`src/rtl/mesm6_mem_arbiter.sv`:
```
// Arbitrates the MESM-6 ibus/dbus onto one single-port synchronous 48-bit RAM; dones align in HOLD.
// Define MESM6_ARB_IFETCH_FIRST_EN to service the instruction fetch before the data access.
module mesm6_mem_arbiter #(
  parameter int READ_LATENCY = 1,
  parameter int ADDR_BITS    = 15
) (
  input  logic                 clk,
  input  logic                 reset,
  input  logic                 ibus_fetch,
  input  logic [ADDR_BITS-1:0] ibus_addr,
  output logic [47:0]          ibus_input,
  output logic                 ibus_done,
  input  logic                 dbus_read,
  input  logic                 dbus_write,
  input  logic [ADDR_BITS-1:0] dbus_addr,
  input  logic [47:0]          dbus_output,
  output logic [47:0]          dbus_input,
  output logic                 dbus_done,
  output logic                 mem_en,
  output logic                 mem_we,
  output logic [ADDR_BITS-1:0] mem_addr,
  output logic [47:0]          mem_wdata,
  input  logic [47:0]          mem_rdata
);

  typedef enum logic [2:0] {
    IDLE    = 3'd0,
    D_ISSUE = 3'd1,
    D_WAIT  = 3'd2,
    I_ISSUE = 3'd3,
    I_WAIT  = 3'd4,
    HOLD    = 3'd5
  } state_t;

  localparam logic [2:0] LAT_LAST = 3'(READ_LATENCY - 1);

  state_t               state, state_n;
  logic                 need_i, need_d, op_wr;
  logic [ADDR_BITS-1:0] i_addr_q, d_addr_q;
  logic [47:0]          wdata_q;
  logic                 acc_done;
  logic [2:0]           lat_cnt;

  assign ibus_done = (state == HOLD) && need_i;
  assign dbus_done = (state == HOLD) && need_d;

  always_comb begin
    state_n   = state;
    mem_en    = 1'b0;
    mem_we    = 1'b0;
    mem_addr  = '0;
    mem_wdata = '0;
    case (state)
      IDLE: begin
`ifdef MESM6_ARB_IFETCH_FIRST_EN
        if (ibus_fetch)                   state_n = I_ISSUE;
        else if (dbus_read || dbus_write) state_n = D_ISSUE;
`else
        if (dbus_read || dbus_write)      state_n = D_ISSUE;
        else if (ibus_fetch)              state_n = I_ISSUE;
`endif
      end
      D_ISSUE: begin
        mem_en    = 1'b1;
        mem_we    = op_wr;
        mem_addr  = d_addr_q;
        mem_wdata = wdata_q;
        state_n   = D_WAIT;
      end
      // Each access leaves its wait state one cycle after acc_done is registered.
      D_WAIT: begin
        if (acc_done) begin
`ifdef MESM6_ARB_IFETCH_FIRST_EN
          state_n = HOLD;
`else
          state_n = need_i ? I_ISSUE : HOLD;
`endif
        end
      end
      I_ISSUE: begin
        mem_en   = 1'b1;
        mem_addr = i_addr_q;
        state_n  = I_WAIT;
      end
      I_WAIT: begin
        if (acc_done) begin
`ifdef MESM6_ARB_IFETCH_FIRST_EN
          state_n = need_d ? D_ISSUE : HOLD;
`else
          state_n = HOLD;
`endif
        end
      end
      HOLD:    state_n = IDLE;
      default: state_n = IDLE;
    endcase
  end

  always_ff @(posedge clk) begin
    if (reset) begin
      state      <= IDLE;
      need_i     <= 1'b0;
      need_d     <= 1'b0;
      op_wr      <= 1'b0;
      i_addr_q   <= '0;
      d_addr_q   <= '0;
      wdata_q    <= '0;
      acc_done   <= 1'b0;
      lat_cnt    <= '0;
      ibus_input <= '0;
      dbus_input <= '0;
    end else begin
      state <= state_n;
      case (state)
        IDLE: begin
          need_i   <= ibus_fetch;
          need_d   <= dbus_read | dbus_write;
          op_wr    <= dbus_write;
          i_addr_q <= ibus_addr;
          d_addr_q <= dbus_addr;
          wdata_q  <= dbus_output;
        end
        D_ISSUE: begin
          acc_done <= op_wr;
          lat_cnt  <= '0;
        end
        D_WAIT: begin
          if (acc_done) begin
            acc_done <= 1'b0;
          end else begin
            lat_cnt <= lat_cnt + 3'd1;
            if (lat_cnt == LAT_LAST) begin
              dbus_input <= mem_rdata;
              acc_done   <= 1'b1;
            end
          end
        end
        I_ISSUE: begin
          acc_done <= 1'b0;
          lat_cnt  <= '0;
        end
        I_WAIT: begin
          if (acc_done) begin
            acc_done <= 1'b0;
          end else begin
            lat_cnt <= lat_cnt + 3'd1;
            if (lat_cnt == LAT_LAST) begin
              ibus_input <= mem_rdata;
              acc_done   <= 1'b1;
            end
          end
        end
        HOLD: begin
          need_i <= 1'b0;
          need_d <= 1'b0;
        end
        default: ;
      endcase
    end
  end

endmodule

```
`config.mk`:
```
export PLATFORM = sky130hd
export DESIGN_NAME = mesm6_mem_arbiter
export DESIGN_NICKNAME = d
export VERILOG_FILES = /design/src/rtl/mesm6_mem_arbiter.sv
export SDC_FILE = /design/constraint.sdc
export NUM_CORES = 1
export LEC_CHECK = 0
export ABC_AREA = 1
export CORE_AREA = 5 5 173 175
export DETAILED_ROUTE_END_ITERATION = 7
export DIE_AREA = 0 0 178 180
export MAX_ROUTING_LAYER = met4
export PLACE_DENSITY = 0.56
export SYNTH_ARGS = -nofsm -noshare
export SYNTH_HDL_FRONTEND = slang
export SYNTH_SLANG_ARGS = --single-unit
```
`constraint.sdc`:
```
create_clock -name clk -period 1.45 [get_ports clk]
set_clock_uncertainty 0.15 [all_clocks]
set_input_delay 0.2175 -clock clk [delete_from_list [all_inputs] [get_ports clk]]
set_output_delay 0.2175 -clock clk [all_outputs]
set_load 0.05 [all_outputs]
```
After elaboration in Yosys (flattened, before gate mapping)

Cells that the tools add are included.

$add $sub $neg: 1
Eq/ne operators: 9
Mux-type cells: 17
Bitwise operators: 2
Reduce and logical (&&, ||, !) cells: 14

Operators by type and width:

| cell                  | number |
|---|---|
| $mux W48              | 1 |
| $pmux W15 S2          | 1 |
| $mux W3               | 6 |
| $pmux W3 S5           | 1 |
| $reduce_and A3 Y1     | 3 |
| $eq A3 B2 Y1 const B  | 2 |
| $eq A3 B3 Y1 const B  | 2 |
| $logic_not A3 Y1      | 2 |
| $ne A2 B2 Y1 const B  | 3 |
| $pmux W3 S2           | 1 |
| $mux W1               | 4 |
| $pmux W1 S2           | 2 |
| $reduce_bool A2 Y1    | 2 |
| $reduce_or A2 Y1      | 2 |
| $add A3 B1 Y3 const B | 1 |
| $eq A3 B1 Y1 const B  | 1 |
| $ne A3 B3 Y1 const B  | 1 |
| $pmux W1 S3           | 1 |
| $reduce_bool A3 Y1    | 1 |
| $logic_and A1 B1 Y1   | 2 |
| $reduce_and A2 Y1     | 1 |
| $logic_or A1 B1 Y1    | 1 |
| $not A1 Y1            | 1 |
| $or A1 B1 Y1          | 1 |

Register bits after elaboration: 184
Input bits: 131
Output and inout bits: 163

Longest topological paths before layout

Gate-level depths: netlist of the first run.

Depth in word-level cells: 4
Mapped depth: 11
Depth with buffers taken out: 9

Worst setup path before layout of the first run

No wires, ideal clock.

Path kind: flip-flop to output port
Start: register state[1]
End: output mem_addr[0]
Arrival time: 1,859 ps
Data required time: 1,082 ps
Setup slack: -777 ps
Cell stages (with the launch flop): 5
Path buffers: 1
Cells stage by stage: dfxtp_1 > inv_1 > nand3_1 > clkbuf_1 > o21ai_0

Word-level cells in the longest chain between the ends: 2
Elaborated cells on any way between the ends: 3
Classes of those cells: eq/ne (2); mux (1)

RTL lines:

| what                                                | RTL line | RTL |
|---|---|---|
| from (decl)                                         | 37       | `state_t state, state_n;` |
| from (signal assigned)                              | 113      | `state <= state_n;` |
| $eq A3 B2 Y1 / $eq A3 B1 Y1 (equally long branches) | 53       | `case (state)` |
| $pmux W15 S2 (*)                                    | 53       |  |
| to (decl)                                           | 21       | `output logic [ADDR_BITS-1:0] mem_addr,` |

Every way passes the cells marked *; elsewhere a longest branch is shown, timed or not.

Worst setup path in the final report of the first run

Start: register state[1]
End: output mem_addr[3]

The elaborated chain is that of the path after synthesis.

==> reports/metrics.yaml, run 1 <==
status:
  outcome: "finished, violations left"
  violations: "setup timing"
timing:
  final_hold_viol_count: 0
  timing.final.crit_period_ns: 2.01
  fmax_mhz: 497
  finalSetupViolCount: 251
  slew_viol_final: 0
  max_slew.worst_pin.slew_ns: 0.332
  min_period_over_period_pct: 139
  fin_hold_ws_ns: 0.249
  slew_headroom_pct: 77.8
  rsz0062_at_grt: "yes"
  final.setup.worst_slack_ns: -0.560
global_route:
  grt_usage_pct: 16.7
  grt_pass1_vias: 7150
  grt_first_pass_wirelength_um: 40700
  grt_start_max_net_pins: 51
  overflow: 0
  antenna_found_initial: 0
route:
  drc_errors: 0
  wl_met2_um: 13100
  via_count: 7312
  drt_iter0_markers: 262
  wl_met1_um: 11500
  wl_um: 28300
  top_layer_used: "met4"
  met3RoutedLength_um: 3320
  viasPerCell: 4.39
  drt_first_pass_iters: 5
  antenna_left: 0
  drt-wirelength-per-cell_um: 17.0
setup_path:
  crit_type: "reg -> out"
  worstPathMaxFanout: 8
  required_ns: 1.08
  arrival_ns: 1.64
  end_kind: "primary output"
  critPathLaunchType: "flop"
clocking:
  cts_sinks: 184
  cts_tree: "built"
  clock_path_buffers: 2
  cts_buffers: 17
  root_buffer: "clkbuf_16"
  clk_pin_slew_ns: 0.08
  htree_levels: 4
  clk_latency_ns: 0.43
  cts_hold_buf: 0
placed_design:
  gp_congestion: 0.780
  place_inst: 1597
  place_hpwl_um: 18800
  port_buffers: 293
  pre_cts_ws_ns: -0.220
synth:
  ys_ff_latch: 184
  synth_warnings: 0
  syn_inst: 928
  synth.distinct_cells: 20
  ys_seq_area_share_pct: 53.0
  syn_avg_cell_area_um2: 7.49
  netlist_area_um2: 6950
  synth_fp_nets: 1061
power_and_ir_drop:
  p_clk_share_pct: 14.3
  powerDensity_nw_per_um2: 2230
  p_sw_mw: 14.8
  leakage_nw: 5.84
  ir_drop_uv: 1170
  combinationalPowerShare_pct: 60.2
  p_seq_share_pct: 25.4
  switching_share_pct: 44.8
  cellInternalPower_mw: 18.2
cells_and_area:
  drive_gt1_share_pct: 37.7
  post-route-util_pct: 52.2
  layout.nets: 1401
  layout.cells.non_filler: 1665
  diodes: 0
  area_growth_pct: 113
  fillerInstances: 2503
floorplanning:
  num_rows: 62
  start_util_pct: 24.5
  die_area_um2: 32000
  core-area_um2: 28300
  die_height_um: 180
  io_pins: 294
  fp.dieW_um: 178
flow_run:
  max-cap-violations: 0
worst_hold_path:
  hp-class: "in -> reg"
[cell usage after synthesis]
cell	number	share of area, %
inv_1	74	4.0
nor2_1	283	15
o21ai_0	185	13
nand2_2	2	0.18
clkbuf_1	29	1.6
buf_4	9	0.97
nor2_2	2	0.18
inv_2	5	0.27
nand2_1	31	1.7
o21ai_1	8	0.58
dfxtp_1	184	53
nand3_2	1	0.14
a21oi_1	71	5.1
buf_2	26	1.9
nor3_2	1	0.14
ha_1	2	0.36
o211ai_1	1	0.11
nand3_1	10	0.72
nor3_1	2	0.14
nor2_4	2	0.32
[critical path: stages, from the launching register on]
cell and delay (ns):
dfxtp_4 0.36, inv_4 0.05, nor3_4 0.20, buf_12 0.15
buf_12 0.14, nand2_2 0.08, o21ai_4 0.07, buf_12 0.15
[what timing repair did]
action                                  in CTS  in global routing
endpoints found under the setup margin     243                251
cloned                                       8                  7
pin swaps                                   10                 29
gates resized for setup                     73                184
endpoints found under the hold margin        0                  0
setup buffers                               13                  9
[power groups by stage]
| stage | Sequential [mW] | Clock [mW] | Combinational, mW |
|---|---|---|---|
| final | 8.37 | 4.73 | 19.9 |
| after global routing | 8.59 | 5.07 | 21.0 |
| after CTS | 8.30 | 4.89 | 18.6 |
| after detailed placement | 8.37 | 0 | 17.3 |
| after global placement | 8.32 | 0 | 17.2 |
| after floorplan | 10.7 | 0 | 7.03 |
[cells by family (layout without fill, tap and decap cells)]
| kind of cell | count (synthesis) | count (layout) | share of synthesized area (%) |
|---|---|---|---|
| AOI/OAI and AO/OA | 265 | 265 | 19.1 |
| adders and majority gates | 2 | 2 | 0.360 |
| buffers and inverters | 143 | 496 | 8.68 |
| DFF | 184 | 184 | 53.0 |
| and+or+nand+nor | 334 | 334 | 18.8 |
[per-layer routing]
layer | up-vias | GRT usage (%)
met5 | - | -
met4 | 0 | 3.93
met3 | 27 | 8.59
met2 | 272 | 25.2
met1 | 3363 | 19.8
li1 | 3650 | -
[flip-flops by register name (all words and copies together), names as in the netlist]
name / flops
d_addr_q: 15
lat_cnt: 3
op_wr: 1
dbus_input: 48
state: 3
i_addr_q: 15
need_d: 1
acc_done: 1
ibus_input: 48
need_i: 1
wdata_q: 48
[cell usage in the layout, fill, tap and decap left out, types with 10 or more instances in the layout]
cell type,count
buf_12,184
dfxtp_1,179
nor2_1,169
clkdlybuf4s50_1,130
o21ai_0,128
nor2_4,84
a21oi_1,71
inv_1,68
nor2_2,34
buf_4,31
o21ai_1,28
clkbuf_16,23
o21ai_2,22
buf_6,18
o21ai_4,15
nand2_1,12
nand2_2,10
nand2_4,10
[stage by stage]
stage / instance area [um^2] / total power [mW] / TNS, ns
6_report: 14800 / 33.0 / -79.29
3_5_place_dp: 12900 / 25.7 / -23.45
5_1_grt: 14800 / 34.6 / -97.09
2_1_floorplan: 7670 / 17.7 / -6.13
3_3_place_gp: 12900 / 25.5 / -20.33
4_1_cts: 14000 / 31.8 / -74.29
[area by class of cell]
class / instances / area [um^2] / area share (%)
clock inverters: 14 / 158 / 1.07
repair buffers: 385 / 5920 / 40.1
flip-flops and latches: 184 / 3700 / 25.0
inverters: 79 / 327 / 2.21
multi-input cells: 601 / 3750 / 25.4
clock buffers: 18 / 429 / 2.91
well taps: 384 / 480 / 3.25
[worst paths after layout]
path                                       startpoint                           to  slack [ns]  cells past startpoint
worst min register to register    need_i$_SDFFE_PP0P_          need_i$_SDFFE_PP0P_        0.33                      2
worst min-delay path                    dbus_addr[13]    d_addr_q[13]$_SDFFE_PP0P_        0.25                      3
worst max-delay path            state[1]$_SDFFE_PP0P_                  mem_addr[3]       -0.56                      7
worst max register to register  state[0]$_SDFFE_PP0P_  ibus_input[26]$_SDFFE_PP0P_       -0.46                     10
Power figures use the tool's default switching activity.
==> run 2: changes to the inputs <==
GPL_TIMING_DRIVEN = 1   (was unset)
==> results of run 2 <==
Same layout as run 1: the final DEF is identical, and so are final timing and power.
==> run 3: changes to the inputs <==
ABC_CLOCK_PERIOD_IN_PS = 1450   (was unset)
SKIP_CTS_REPAIR_TIMING = 1   (was unset)
==> run 3 against run 2 <==
Net effect:
- the run still ends with setup timing left
- fmax decreased by 2.4%
- die area unchanged
- global-route usage decreased by 1.1 points
- highest routed layer unchanged
- power down 1.5%
==> reports/metrics.yaml, run 3 (synthesis gave the netlist of run 1 again) <==
timing:
  slew_viol_final: 0  # unchanged
  final.setup.worst_slack_ns: -0.610  # was -0.560 ns
  slew_headroom_pct: 76.8  # was 77.8%
  max_slew.worst_pin.slew_ns: 0.345  # was 0.332 ns
  timing.final.crit_period_ns: 2.06  # was 2.01 ns
  fmax_mhz: 485  # was 497 MHz
  rsz0062_at_grt: "yes"  # unchanged
  finalSetupViolCount: 251  # unchanged
  setup_tns_ns: -74.11  # was -79.29 ns
  final_hold_viol_count: 0  # unchanged
  min_period_over_period_pct: 142  # was 139%
floorplanning:
  num_rows: 62  # unchanged
  start_util_pct: 24.5  # unchanged
  fp.dieW_um: 178  # unchanged
  die_area_um2: 32000  # unchanged
  core-area_um2: 28300  # unchanged
  io_pins: 294  # unchanged
  die_height_um: 180  # unchanged
setup_path:
  r2r_slack_ns: -0.32  # was -0.46 ns
  reg2reg_from: "state[1]$_SDFFE_PP0P_"  # was state[0]$_SDFFE_PP0P_
  reg2reg_depth: 8  # was 10
  required_ns: 1.08  # about the same
  worstPathMaxFanout: 7  # was 8
  r2r-end: "ibus_input[42]$_SDFFE_PP0P_"  # was ibus_input[26]$_SDFFE_PP0P_
  arrival_ns: 1.69  # was 1.64 ns
  crit_type: "reg -> out"  # unchanged
  critPathLaunchType: "flop"  # unchanged
  end_kind: "primary output"  # unchanged
worst_hold_path:
  min_to: "ibus_input[41]$_SDFFE_PP0P_"  # was d_addr_q[13]$_SDFFE_PP0P_
  hp-class: "in -> reg"  # unchanged
  hold_depth: 3  # unchanged
  min-delay-start: "mem_rdata[41]"  # was dbus_addr[13]
clocking:
  cts_buffers: 17  # unchanged
  cts_sinks: 184  # unchanged
  htree_levels: 4  # unchanged
  root_buffer: "clkbuf_16"  # unchanged
  cts_tree: "built"  # unchanged
  clk_latency_ns: 0.43  # about the same
  clk_pin_slew_ns: 0.08  # about the same
  clock_path_buffers: 2  # unchanged
power_and_ir_drop:
  powerDensity_nw_per_um2: 2250  # was 2230 nW/um^2
  combinationalPowerShare_pct: 59.6  # was 60.2%
  leakage_nw: 5.84  # about the same
  cellInternalPower_mw: 18.0  # was 18.2 mW
  p_clk_share_pct: 14.5  # was 14.3%
  p_sw_mw: 14.5  # was 14.8 mW
  ir_drop_uv: 1090  # was 1170 uV
  p_seq_share_pct: 25.9  # was 25.4%
  switching_share_pct: 44.6  # was 44.8%
placed_design:
  place_area_um2: 12900  # unchanged
  gp_congestion: 0.780  # unchanged
  port_buffers: 293  # unchanged
  place_hpwl_um: 18800  # unchanged
cells_and_area:
  final_common_cell: "nor2_1"  # was buf_12
  fillerInstances: 2561  # was 2503
  multi_input_area_um2: 3470  # was 3750 um^2
  regArea_um2: 3700  # unchanged
  final_area_um2: 14400  # was 14800 um^2
  drive_gt1_share_pct: 32.9  # was 37.7%
  layout.nets: 1402  # was 1401
  post-route-util_pct: 50.8  # was 52.2%
  reg_top3: "dbus_input x48, ibus_input x48, wdata_q x48"  # unchanged
  diodes: 0  # unchanged
  final_cell_mix: "nor2_1, buf_12, dfxtp_1"  # was buf_12, dfxtp_1, nor2_1
  area_growth_pct: 107  # was 113%
status:
  outcome: "finished, violations left"  # unchanged
  violations: "setup timing"  # unchanged
global_route:
  grtUsageMet3_pct: 8.17  # was 8.59%
  grt_usage_pct: 15.6  # was 16.7%
  grt_first_pass_wirelength_um: 38500  # was 40700 um
  grt_pass1_vias: 6893  # was 7150
  busiest_layer: "met2"  # unchanged
  antenna_found_initial: 0  # unchanged
  overflow: 0  # unchanged
  grt_start_max_net_pins: 51  # unchanged
  grt_use_met2_pct: 22.8  # was 25.2%
  grtUsageMet1_pct: 19.2  # was 19.8%
route:
  viasPerCell: 4.36  # was 4.39
  antenna_left: 0  # unchanged
  wl_um: 28300  # about the same
  drt-wirelength-per-cell_um: 17.0  # about the same
  drc_errors: 0  # unchanged
  via_count: 7266  # was 7312
  drt_iter0_markers: 345  # was 262
  drt_first_pass_iters: 5  # unchanged
flow_run:
  max-cap-violations: 0  # unchanged
-- run 3: cell types whose count changed in the layout (fill, tap and decap cells not counted), sizes merged --
cell,change
clkbuf,+4
clkinv,-1
buf,-3
inv,+1
-- run 3: power groups by stage --
stage               Combinational (mW)  Sequential (mW)  Clock, mW
detailed placement                17.3             8.37          0
global placement                  17.2             8.32          0
floorplan                         7.03             10.7          0
finish                            19.3             8.40       4.71
CTS                               17.4             8.28       4.89
global route                      20.5             8.61       5.09
-- run 3: final cells by class --
| class | instances | share of cell area [%] |
|---|---|---|
| clock buffer | 18 | 2.98 |
| clock inverter | 14 | 1.10 |
| inverter | 79 | 2.22 |
| multi-input combinational | 601 | 24.1 |
| sequential | 184 | 25.7 |
| tap | 384 | 3.34 |
| timing repair buffer | 386 | 40.6 |
-- run 3: per-stage QoR --
stage	setup slack, ns	std cells	hold slack (ns)	power (mW)
floorplan	-0.0865	928	0.127	17.7
global placement	-0.206	1597	0.300	25.5
detailed placement	-0.220	1597	0.310	25.7
CTS	-0.655	1629	0.220	30.5
global route	-0.686	1666	0.242	34.2
finish	-0.610	1666	0.239	32.5
-- run 3: layer usage --
layer | part of all wire (%) | vias up
li1 | - | 3658
met1 | 42 | 3325
met2 | 47 | 266
met3 | 11 | 17
met4 | 0.80 | 0
met5 | 0 | -
-- run 3: worst max-delay path by stage --
| stage | startpoint | end | slack [ns] | cells after the start |
|---|---|---|---|---|
| finish | state[0]$_SDFFE_PP0P_ | mem_addr[6] | -0.61 | 7 |
| global route | state[0]$_SDFFE_PP0P_ | mem_addr[6] | -0.69 | 7 |
| CTS | state[1]$_SDFFE_PP0P_ | mem_addr[14] | -0.66 | 6 |
| detailed placement | state[0]$_SDFFE_PP0P_ | wdata_q[47]$_SDFFE_PP0P_ | -0.22 | 5 |
| global placement | state[0]$_SDFFE_PP0P_ | wdata_q[47]$_SDFFE_PP0P_ | -0.21 | 5 |
| floorplan | lat_cnt[0]$_SDFFE_PP0P_ | ibus_input[26]$_SDFFE_PP0P_ | -0.09 | 11 |
-- run 3: critical path, cell delays in order (launching register included) --
cell and delay [ns]:
dfxtp_4 0.39, inv_4 0.04, nor3_4 0.22, buf_12 0.15
clkbuf_16 0.16, nand2_2 0.07, o21ai_4 0.07, buf_12 0.15
